[src/rtl/fetch_queue_d_if.sv]
// Fetch-to-decode handshake bundle for fetch_queue_d.
// The master side drives fetched triples and the decode stall; the slave side is the queue.
interface fetch_queue_d_if #(
  parameter int DATA_WIDTH = 32,
  parameter int DEPTH      = 4
);
  localparam int CNT_WIDTH = $clog2(DEPTH) + 1;

  logic                  ValidF;
  logic [DATA_WIDTH-1:0] RD;
  logic [DATA_WIDTH-1:0] PCF;
  logic [DATA_WIDTH-1:0] PCPlus4F;
  logic                  ReadyF;
  logic                  StallD;
  logic                  ValidD;
  logic [DATA_WIDTH-1:0] InstrD;
  logic [DATA_WIDTH-1:0] PCD;
  logic [DATA_WIDTH-1:0] PCPlus4D;
  logic [CNT_WIDTH-1:0]  Count;

  modport master (
    output ValidF, RD, PCF, PCPlus4F, StallD,
    input  ReadyF, ValidD, InstrD, PCD, PCPlus4D, Count
  );

  modport slave (
    input  ValidF, RD, PCF, PCPlus4F, StallD,
    output ReadyF, ValidD, InstrD, PCD, PCPlus4D, Count
  );
endinterface

[src/rtl/fetch_queue_d.sv]
// DEPTH-entry circular instruction queue between instruction fetch and decode.
// Holds {instruction, PC, PC+4} triples and presents the oldest one to decode.
module fetch_queue_d #(
  parameter int DATA_WIDTH = 32,
  parameter int DEPTH      = 4,
  localparam int CNT_WIDTH = $clog2(DEPTH) + 1
) (
  input  logic            CLK,
  input  logic            RST,
  input  logic            CLR,
  fetch_queue_d_if.slave  bus
);
  localparam int PTR_WIDTH = $clog2(DEPTH);

  logic [DATA_WIDTH-1:0] instrMem   [DEPTH];
  logic [DATA_WIDTH-1:0] pcMem      [DEPTH];
  logic [DATA_WIDTH-1:0] pcPlus4Mem [DEPTH];

  logic [PTR_WIDTH-1:0] rdPtr;
  logic [PTR_WIDTH-1:0] wrPtr;
  logic [CNT_WIDTH-1:0] count;

  logic full;
  logic empty;
  logic doPush;
  logic doPop;

  assign full   = (count == CNT_WIDTH'(DEPTH));
  assign empty  = (count == '0);
  // Push is gated by the pre-edge full flag, so a slot freed by a pop is only usable next cycle.
  assign doPush = bus.ValidF && !full;
  assign doPop  = !empty && !bus.StallD;

  always_ff @(posedge CLK) begin
    if (RST || CLR) begin
      rdPtr <= '0;
      wrPtr <= '0;
      count <= '0;
    end else begin
      if (doPush) begin
        wrPtr <= wrPtr + PTR_WIDTH'(1);
      end
      if (doPop) begin
        rdPtr <= rdPtr + PTR_WIDTH'(1);
      end
      case ({doPush, doPop})
        2'b10:   count <= count + CNT_WIDTH'(1);
        2'b01:   count <= count - CNT_WIDTH'(1);
        default: count <= count;
      endcase
    end
  end

  // Storage has no reset; stale entries are never visible because outputs are masked when empty.
  always_ff @(posedge CLK) begin
    if (!RST && !CLR && doPush) begin
      instrMem[wrPtr]   <= bus.RD;
      pcMem[wrPtr]      <= bus.PCF;
      pcPlus4Mem[wrPtr] <= bus.PCPlus4F;
    end
  end

  assign bus.ReadyF   = !full;
  assign bus.ValidD   = !empty;
  assign bus.InstrD   = empty ? '0 : instrMem[rdPtr];
  assign bus.PCD      = empty ? '0 : pcMem[rdPtr];
  assign bus.PCPlus4D = empty ? '0 : pcPlus4Mem[rdPtr];
  assign bus.Count    = count;
endmodule

[src/flat_wrapper.sv]
// flat-port wrapper written by rule: the top's interface ports become plain ports
module fetch_queue_d_flat 
#(
  parameter int DATA_WIDTH = 32,
  parameter int DEPTH      = 4,
  localparam int CNT_WIDTH = $clog2(DEPTH) + 1
)
  (CLK, RST, CLR, bus_ValidF, bus_RD, bus_PCF, bus_PCPlus4F, bus_StallD, bus_ReadyF, bus_ValidD, bus_InstrD, bus_PCD, bus_PCPlus4D, bus_Count);
  fetch_queue_d_if #(.DATA_WIDTH(DATA_WIDTH), .DEPTH(DEPTH)) bus_i ();
  input  logic CLK;
  input  logic RST;
  input  logic CLR;
  input wire logic [$bits(bus_i.ValidF)-1:0] bus_ValidF;
  input wire logic [$bits(bus_i.RD)-1:0] bus_RD;
  input wire logic [$bits(bus_i.PCF)-1:0] bus_PCF;
  input wire logic [$bits(bus_i.PCPlus4F)-1:0] bus_PCPlus4F;
  input wire logic [$bits(bus_i.StallD)-1:0] bus_StallD;
  output wire logic [$bits(bus_i.ReadyF)-1:0] bus_ReadyF;
  output wire logic [$bits(bus_i.ValidD)-1:0] bus_ValidD;
  output wire logic [$bits(bus_i.InstrD)-1:0] bus_InstrD;
  output wire logic [$bits(bus_i.PCD)-1:0] bus_PCD;
  output wire logic [$bits(bus_i.PCPlus4D)-1:0] bus_PCPlus4D;
  output wire logic [$bits(bus_i.Count)-1:0] bus_Count;
  assign bus_i.ValidF = bus_ValidF;
  assign bus_i.RD = bus_RD;
  assign bus_i.PCF = bus_PCF;
  assign bus_i.PCPlus4F = bus_PCPlus4F;
  assign bus_i.StallD = bus_StallD;
  assign bus_ReadyF = bus_i.ReadyF;
  assign bus_ValidD = bus_i.ValidD;
  assign bus_InstrD = bus_i.InstrD;
  assign bus_PCD = bus_i.PCD;
  assign bus_PCPlus4D = bus_i.PCPlus4D;
  assign bus_Count = bus_i.Count;
  fetch_queue_d #(.DATA_WIDTH(DATA_WIDTH), .DEPTH(DEPTH)) u_core (.CLK(CLK), .RST(RST), .CLR(CLR), .bus(bus_i));
endmodule
[config.mk]
export PLATFORM = sky130hd
export DESIGN_NAME = fetch_queue_d_flat
export DESIGN_NICKNAME = d
export VERILOG_FILES = /design/src/rtl/fetch_queue_d_if.sv /design/src/rtl/fetch_queue_d.sv /design/src/flat_wrapper.sv
export SDC_FILE = /design/constraint.sdc
export NUM_CORES = 1
export LEC_CHECK = 0
export ABC_AREA = 1
export CAP_MARGIN = 10
export CELL_PAD_IN_SITES_DETAIL_PLACEMENT = 0
export CELL_PAD_IN_SITES_GLOBAL_PLACEMENT = 1
export CORE_MARGIN = 10
export CORE_UTILIZATION = 33
export CTS_CLUSTER_SIZE = 12
export DETAILED_ROUTE_END_ITERATION = 12
export HOLD_SLACK_MARGIN = 0.03
export PLACE_DENSITY_LB_ADDON = 0.2
export SYNTH_ARGS = -nofsm -noshare
export SYNTH_HDL_FRONTEND = slang
export SYNTH_SLANG_ARGS = --single-unit
export TNS_END_PERCENT = 100
[constraint.sdc]
create_clock -name CLK -period 7.6 [get_ports CLK]
set_input_delay 0.76 -clock CLK [delete_from_list [all_inputs] [get_ports CLK]]
set_output_delay 0.76 -clock CLK [all_outputs]
set_load 0.03 [all_outputs]
==> results of run 1 <==
-- worst paths after layout --
path              slack [ns]                 end  depth (start not counted)           startpoint
hold / removal          0.50     u_core.rdPtr[0]                          2      u_core.rdPtr[0]
setup reg to reg        5.16  u_core.pcMem[3][5]                          5  u_core.bus.Count[1]
hold reg to reg         0.50     u_core.rdPtr[0]                          2      u_core.rdPtr[0]
setup / recovery        2.68          bus_PCD[1]                          7                 flop
-- logic make-up after synthesis --
logic type | count (synthesis) | share of synthesized area (%)
AOI/OAI and AO/OA | 200 | 6.42
adders and majority gates | 6 | 0.530
buffers and inverters | 91 | 3.13
DFF | 393 | 75.2
and+or+nand+nor | 607 | 14.7
-- power breakdown --
| part | leakage [nW] | switching [mW] | internal (mW) |
|---|---|---|---|
| combinational | 2.74 | 0.263 | 0.152 |
| clock | 0.630 | 0.813 | 1.12 |
| sequential | 3.54 | 0.00614 | 2.41 |
-- cells in the final DEF, fill, tap and decap left out, drive strengths merged --
cell type	n
nand2	394
edfxtp	384
nor2	205
clkdlybuf4s50	201
a21oi	102
o21ai	98
clkbuf	62
inv	19
clkinv	14
buf	13
dfxtp	9
nand3	6
ha	5
diode	1
nand4	1
nand3b	1
fa	1
clkinvlp	1
bufinv	1
-- sequential cells by signal (all words and copies together) (netlist names), named ones only --
signal and flops:
u_core.instrMem 128, u_core.pcMem 128, u_core.pcPlus4Mem 128, u_core.bus.Count 3, u_core.rdPtr 2, u_core.wrPtr 2
-- worst min-delay path: stages (launching register included) --
cell and delay (ns):
dfxtp_1 0.32, a21oi_1 0.05, nor2_1 0.09
-- layer usage --
metal  vias to the layer above  share of wire (%)  routed length, um
met2                       186                 48              18400
li1                       4825                  -                  -
met1                      4731                 45              17300
met5                         -              0.023                  9
met3                        51                5.2               1980
met4                         2                1.9                740
-- cell type report --
cell class / count / share of cell area (%)
inverters: 18 / 0.407
repair buffers: 214 / 10.9
diodes: 1 / 0.0129
multi-input cells: 813 / 17.6
clock inverters: 17 / 0.568
well taps: 607 / 3.92
flip-flops and latches: 393 / 60.5
clock buffers: 62 / 6.14
-- through the flow --
step                setup WS [ns]  power (mW)  hold slack (ns)
global placement             3.14        2.88            0.465
CTS                          2.55        4.84            0.495
floorplan                    1.75        2.67            0.448
global route                 2.34        4.95            0.508
detailed placement           3.17        2.88            0.481
finish                       2.68        4.76            0.499
==> reports/metrics.csv, run 1 <==
stage;metric;value;unit
floorplanning;die_height;237;um
timing;period_share;64.7;%
timing;fin_crit;4.92;ns
setup_path;arrival;4.16;ns
floorplanning;row_count;79;
global_routing;grt_max_degree;136;
global_routing;use_met3;3.44;%
routing;drt-pass1-iter-count;5;
synthesis;ys_types;20;
synthesis;ys_ff_latch;393;
timing;fmax;203;MHz
power;peakVddDrop;0.000145;V
global_routing;grt_pass1_wl;58400;um
synthesis;synth_seq_area_share;75.2;%
routing;drt-initial-drc-count;586;
clock_network;post_cts_resized;0;
floorplanning;start_util;33.4;%
setup_path;cp_num_buf_inv;3;
clock_network;cts_setup_buffers;0;
routing;antenna_left;0;
clock_network;root_buffer;clkbuf_16;
setup_path;cp.required;6.84;ns
setup_path;end_kind;output port;
synthesis;syn_area_per_cell;12.0;um^2
synthesis;synth-main-ff-cell;edfxtp_1;
run;drv_cap;0;
synthesis;async_reset_ff_share;0;%
global_routing;globalRoute.totalOverflow;0;
routing;drt-total-wl;38500;um
power;p_per_area;246;nW/um^2
routing;post_drt_wl_per_cell;18.1;um
setup_path;cp_max_fo;100;
synthesis;synthTopCellsByCount;394 x nand2_1, 384 x edfxtp_1, 205 x nor2_1;
layout;syn2layout_area_growth;24.4;%
global_routing;grt.busiest_layer;met2;
placement;io_buffers;201;
global_routing;use_met1;16.7;%
clock_network;cts_hold_buf;0;
routing;vias_per_cell;4.61;
global_routing;antenna_found_initial;2;
placement;dp.cells;2045;
setup_path;slowest_delay;0.98;ns
global_routing;grt_use_total;13.3;%
clock_network;clk_pin_slew;0.06;ns
clock_network;cts.sinks;393;
synthesis;synth_area;15600;um^2
clock_network;cts_tree;yes;
timing;fin_skew;0.0160;ns
synthesis;yosysTopAreaCell;edfxtp_1;
synthesis;synth_cells;1297;
timing;tightest_slew;1.19;ns
timing;finalSetupViolations;0;
clock_network;cts_buffer_depth;3;
layout;final_layout_size_suffix_gt1_share;5.01;%
layout;final_util;41.5;%
routing;drc;0;
floorplanning;ios;202;
placement;gp_routability_congestion;0.692;
global_routing;grt_pass1_vias;9833;
setup_path;crit_path_top_delay_cell;buf_4;
placement;dpl_cell_area;18100;um^2
min_path;holdCritPathClass;reg2reg;
timing;final_hold_viol_count;0;
placement;place_hpwl;20700;um
layout;design_area;19400;um^2
setup_path;critical_path.cell_chain;buf_4 > buf_4 > nor2_1 > nor2_1 > o21ai_0 > a21oi_1 > clkdlybuf4s50_1;
synthesis;synth.top_cell.area_share;74.0;%
timing;finalMaxSlewViolations;0;
clock_network;cts_buffers;44;
setup_path;path_delay_family;buffers and inverters;
run_status;status;finished, final reports clean;
layout;multi_input_area;3410;um^2
setup_path;crit_type;reg2out;
synthesis;synth_edf_count;384;
synthesis;yosysMostFrequentCell;nand2_1;
routing;vias;9795;
timing;finalSetupTns;0;ns
timing;rsz0062_at_grt;false;
synthesis;yosysWarnings;0;
clock_network;h-tree-depth;2;
setup_path;startpoint_type;flop;
clock_network;clk_latency;0.56;ns
layout;finalNonFillerCells;2125;
layout;final_net_count;1591;
floorplanning;die-area;56300;um^2
floorplanning;core-area;46700;um^2
layout;regArea;11700;um^2
floorplanning;die-width;237;um
global_routing;use_met2;22.2;%
synthesis;synth.area.top_cells;edfxtp_1 74%, nand2_1 9.5%, nor2_1 4.9%;
layout;fillers;4428;
power;cellLeakagePower;6.91;nW
synthesis;syn_nets;1404;
timing;slew_headroom;20.9;%
No activity file was read; power rests on OpenSTA's default activity.
==> inputs of run 2 (changes only) <==
==> constraint.sdc (replaced) <==
create_clock -name CLK -period 4.6 [get_ports CLK]
set_input_delay 0.46 -clock CLK [delete_from_list [all_inputs] [get_ports CLK]]
set_output_delay 0.46 -clock CLK [all_outputs]
set_load 0.03 [all_outputs]
==> run 2 against run 1 <==
Utilization grew 0.28 points. Total power grew 65%. Sequential power is 66% higher. Hold slack worse by 0.0016 ns. Clock-buffer cell count down 1. Via count is essentially flat. Critical path depth fell by 1. Global-route usage down 0.050 points. Final area increased by 0.67%. First-iteration DRC count grew 6.1%. Critical path type unchanged. Highest routed layer unchanged.
==> reports/metrics.csv, run 2 (same netlist as run 1, synthesis figures left out) <==
stage;metric;value;unit;change
global_routing;globalRoute.totalOverflow;0;;unchanged
clock_network;h-tree-depth;2;;unchanged
timing;fin_crit;3.78;ns;
global_routing;grt_max_degree;193;;was 136
routing;drt-met1-wl;17700;um;was 17300 um
clock_network;cts_setup_buffers;0;;unchanged
placement;io_buffers;201;;unchanged
run;drv_cap;0;;unchanged
routing;wl_met3;1970;um;was 1980 um
setup_path;crit_type;reg2out;;unchanged
setup_path;startpoint_type;flop;;unchanged
routing;drt-total-wl;38500;um;about the same
timing;hold_ws;0.497;ns;was 0.499 ns
layout;syn2layout_area_growth;25.2;%;was 24.4%
routing;drc;0;;unchanged
layout;final_net_count;1597;;was 1591
routing;routed.top_layer;met5;;unchanged
layout;final_util;41.8;%;was 41.5%
clock_network;root_buffer;clkbuf_16;;unchanged
routing;drt-initial-drc-count;622;;was 586
timing;period_share;82.2;%;
placement;place_hpwl;20700;um;about the same
layout;regArea;11700;um^2;unchanged
timing;tightest_slew;1.19;ns;about the same
min_path;worstHoldPathCells;2;;unchanged
clock_network;clk_pin_slew;0.05;ns;was 0.06 ns
routing;vias_per_cell;4.61;;about the same
layout;final_common_cell;nand2_1;;unchanged
routing;met2_length;18100;um;was 18400 um
routing;post_drt_wl_per_cell;18.1;um;about the same
layout;multi_input_area;3410;um^2;unchanged
routing;vias;9797;;was 9795
layout;final_layout_size_suffix_gt1_share;5.27;%;was 5.01%
min_path;holdCritPathClass;reg2reg;;unchanged
floorplanning;core-area;46700;um^2;unchanged
power;cellLeakagePower;6.96;nW;was 6.91 nW
layout;final_cell_mix;394 x nand2_1, 384 x edfxtp_1, 201 x nor2_1, 201 x clkdlybuf4s50_1, 102 x a21oi_1;;unchanged
clock_network;clk_latency;0.56;ns;about the same
floorplanning;die-width;237;um;unchanged
setup_path;ff2ff_path_depth;14;;was 5
run_status;status;finished, final reports clean;;unchanged
global_routing;antenna_found_initial;1;;was 2
clock_network;cts.sinks;393;;unchanged
layout;reg.largest.list;u_core.instrMem x128, u_core.pcMem x128, u_core.pcPlus4Mem x128;;unchanged
timing;rsz0062_at_grt;false;;unchanged
clock_network;cts_buffers;45;;was 44
timing;fmax;264;MHz;
clock_network;cts_buffer_depth;3;;unchanged
floorplanning;die-area;56300;um^2;unchanged
floorplanning;ios;202;;unchanged
power;peakVddDrop;0.000297;V;was 0.000145 V
setup_path;rrSetupSlack;1.81;ns;was 5.16 ns
routing;drt-pass1-iter-count;5;;unchanged
timing;finalMaxSlewViolations;0;;unchanged
floorplanning;start_util;33.4;%;unchanged
setup_path;cp_max_fo;36;;was 100
setup_path;arrival;3.32;ns;was 4.16 ns
layout;fillers;4389;;was 4428
floorplanning;die_height;237;um;unchanged
timing;fin_skew;0.0180;ns;was 0.0160 ns
timing;slew_headroom;20.7;%;was 20.9%
min_path;min_to;u_core.rdPtr[0];;unchanged
floorplanning;row_count;79;;unchanged
setup_path;end_kind;output port;;unchanged
placement;gp_routability_congestion;0.700;;was 0.692
clock_network;cts_hold_buf;0;;unchanged
power;p_per_area;403;nW/um^2;was 246 nW/um^2
timing;finalSetupViolations;0;;unchanged
setup_path;reg2reg_to;u_core.bus.Count[2];;was u_core.pcMem[3][5]
global_routing;grt_use_total;13.3;%;about the same
routing;antenna_left;0;;unchanged
min_path;worstHoldStart;u_core.rdPtr[0];;unchanged
clock_network;cts_tree;yes;;unchanged
clock_network;post_cts_resized;0;;unchanged
setup_path;cp.required;4.14;ns;was 6.84 ns
global_routing;grt_pass1_vias;9646;;was 9833
setup_path;timing.rr.start;u_core.bus.Count[1];;unchanged
global_routing;grt_pass1_wl;58700;um;was 58400 um
timing;final_hold_viol_count;0;;unchanged
layout;diodes;0;;was 1
## run 2: cell count changes in the layout (fill, tap and decap cells not counted)
| cell | delta |
|---|---|
| clkinv_1 | -1 |
| clkbuf_16 | +2 |
| buf_4 | -3 |
| inv_6 | -1 |
| clkbuf_1 | -3 |
| diode_2 | -1 |
| clkinvlp_4 | +1 |
| clkinv_2 | -2 |
| bufinv_16 | -1 |
| buf_12 | +8 |
## run 2: layout make-up
class	instances	area share (%)
Tap cell	607	3.89
Multi-Input combinational cell	813	17.5
Clock inverter	13	0.334
Timing Repair Buffer	219	11.5
Inverter	18	0.404
Sequential cell	393	60.1
Clock buffer	61	6.30
## run 2: stage by stage
step / power (mW) / TNS [ns] / setup slack (ns) / instances / area [um^2]
2_1_floorplan: 4.41 / -481.73 / -1.25 / 1297 / 15600
3_3_place_gp: 4.76 / 0 / 1.43 / 2050 / 18200
3_5_place_dp: 4.76 / 0 / 1.39 / 2050 / 18200
4_1_cts: 7.99 / 0 / 0.770 / 2124 / 19500
5_1_grt: 8.17 / 0 / 0.626 / 2124 / 19500
6_report: 7.86 / 0 / 0.818 / 2124 / 19500
## run 2: per-layer routing
metal / vias up / GRT usage, %
met3: 53 / 3.03
met5: - / 0
met4: 2 / 4.16
met2: 210 / 21.3
met1: 4693 / 17.6
li1: 4839 / -
## run 2: worst max path at each step
stage,startpoint,cells after the start,slack (ns),to
final,u_core.bus.Count[1],6,0.82,bus_InstrD[27]
after global routing,u_core.bus.Count[0],6,0.63,bus_InstrD[28]
after CTS,u_core.bus.Count[1],6,0.77,bus_InstrD[28]
after detailed placement,u_core.bus.Count[1],6,1.39,bus_InstrD[28]
after global placement,u_core.bus.Count[0],6,1.43,bus_InstrD[28]
after floorplan,u_core.bus.Count[1],4,-1.25,u_core.instrMem[0][0]
## run 2: worst max-delay path: stages, from the launching register on
cell	delay, ns
dfxtp_1	0.35
inv_1	0.10
nand3_2	0.15
clkinv_2	0.46
buf_4	0.49
a21oi_1	0.41
clkdlybuf4s50_1	0.76
## run 2: power breakdown
part           total (mW)  internal [mW]  switching [mW]
clock                3.18           1.85            1.33
sequential           3.99           3.98          0.0100
combinational       0.691          0.257           0.435
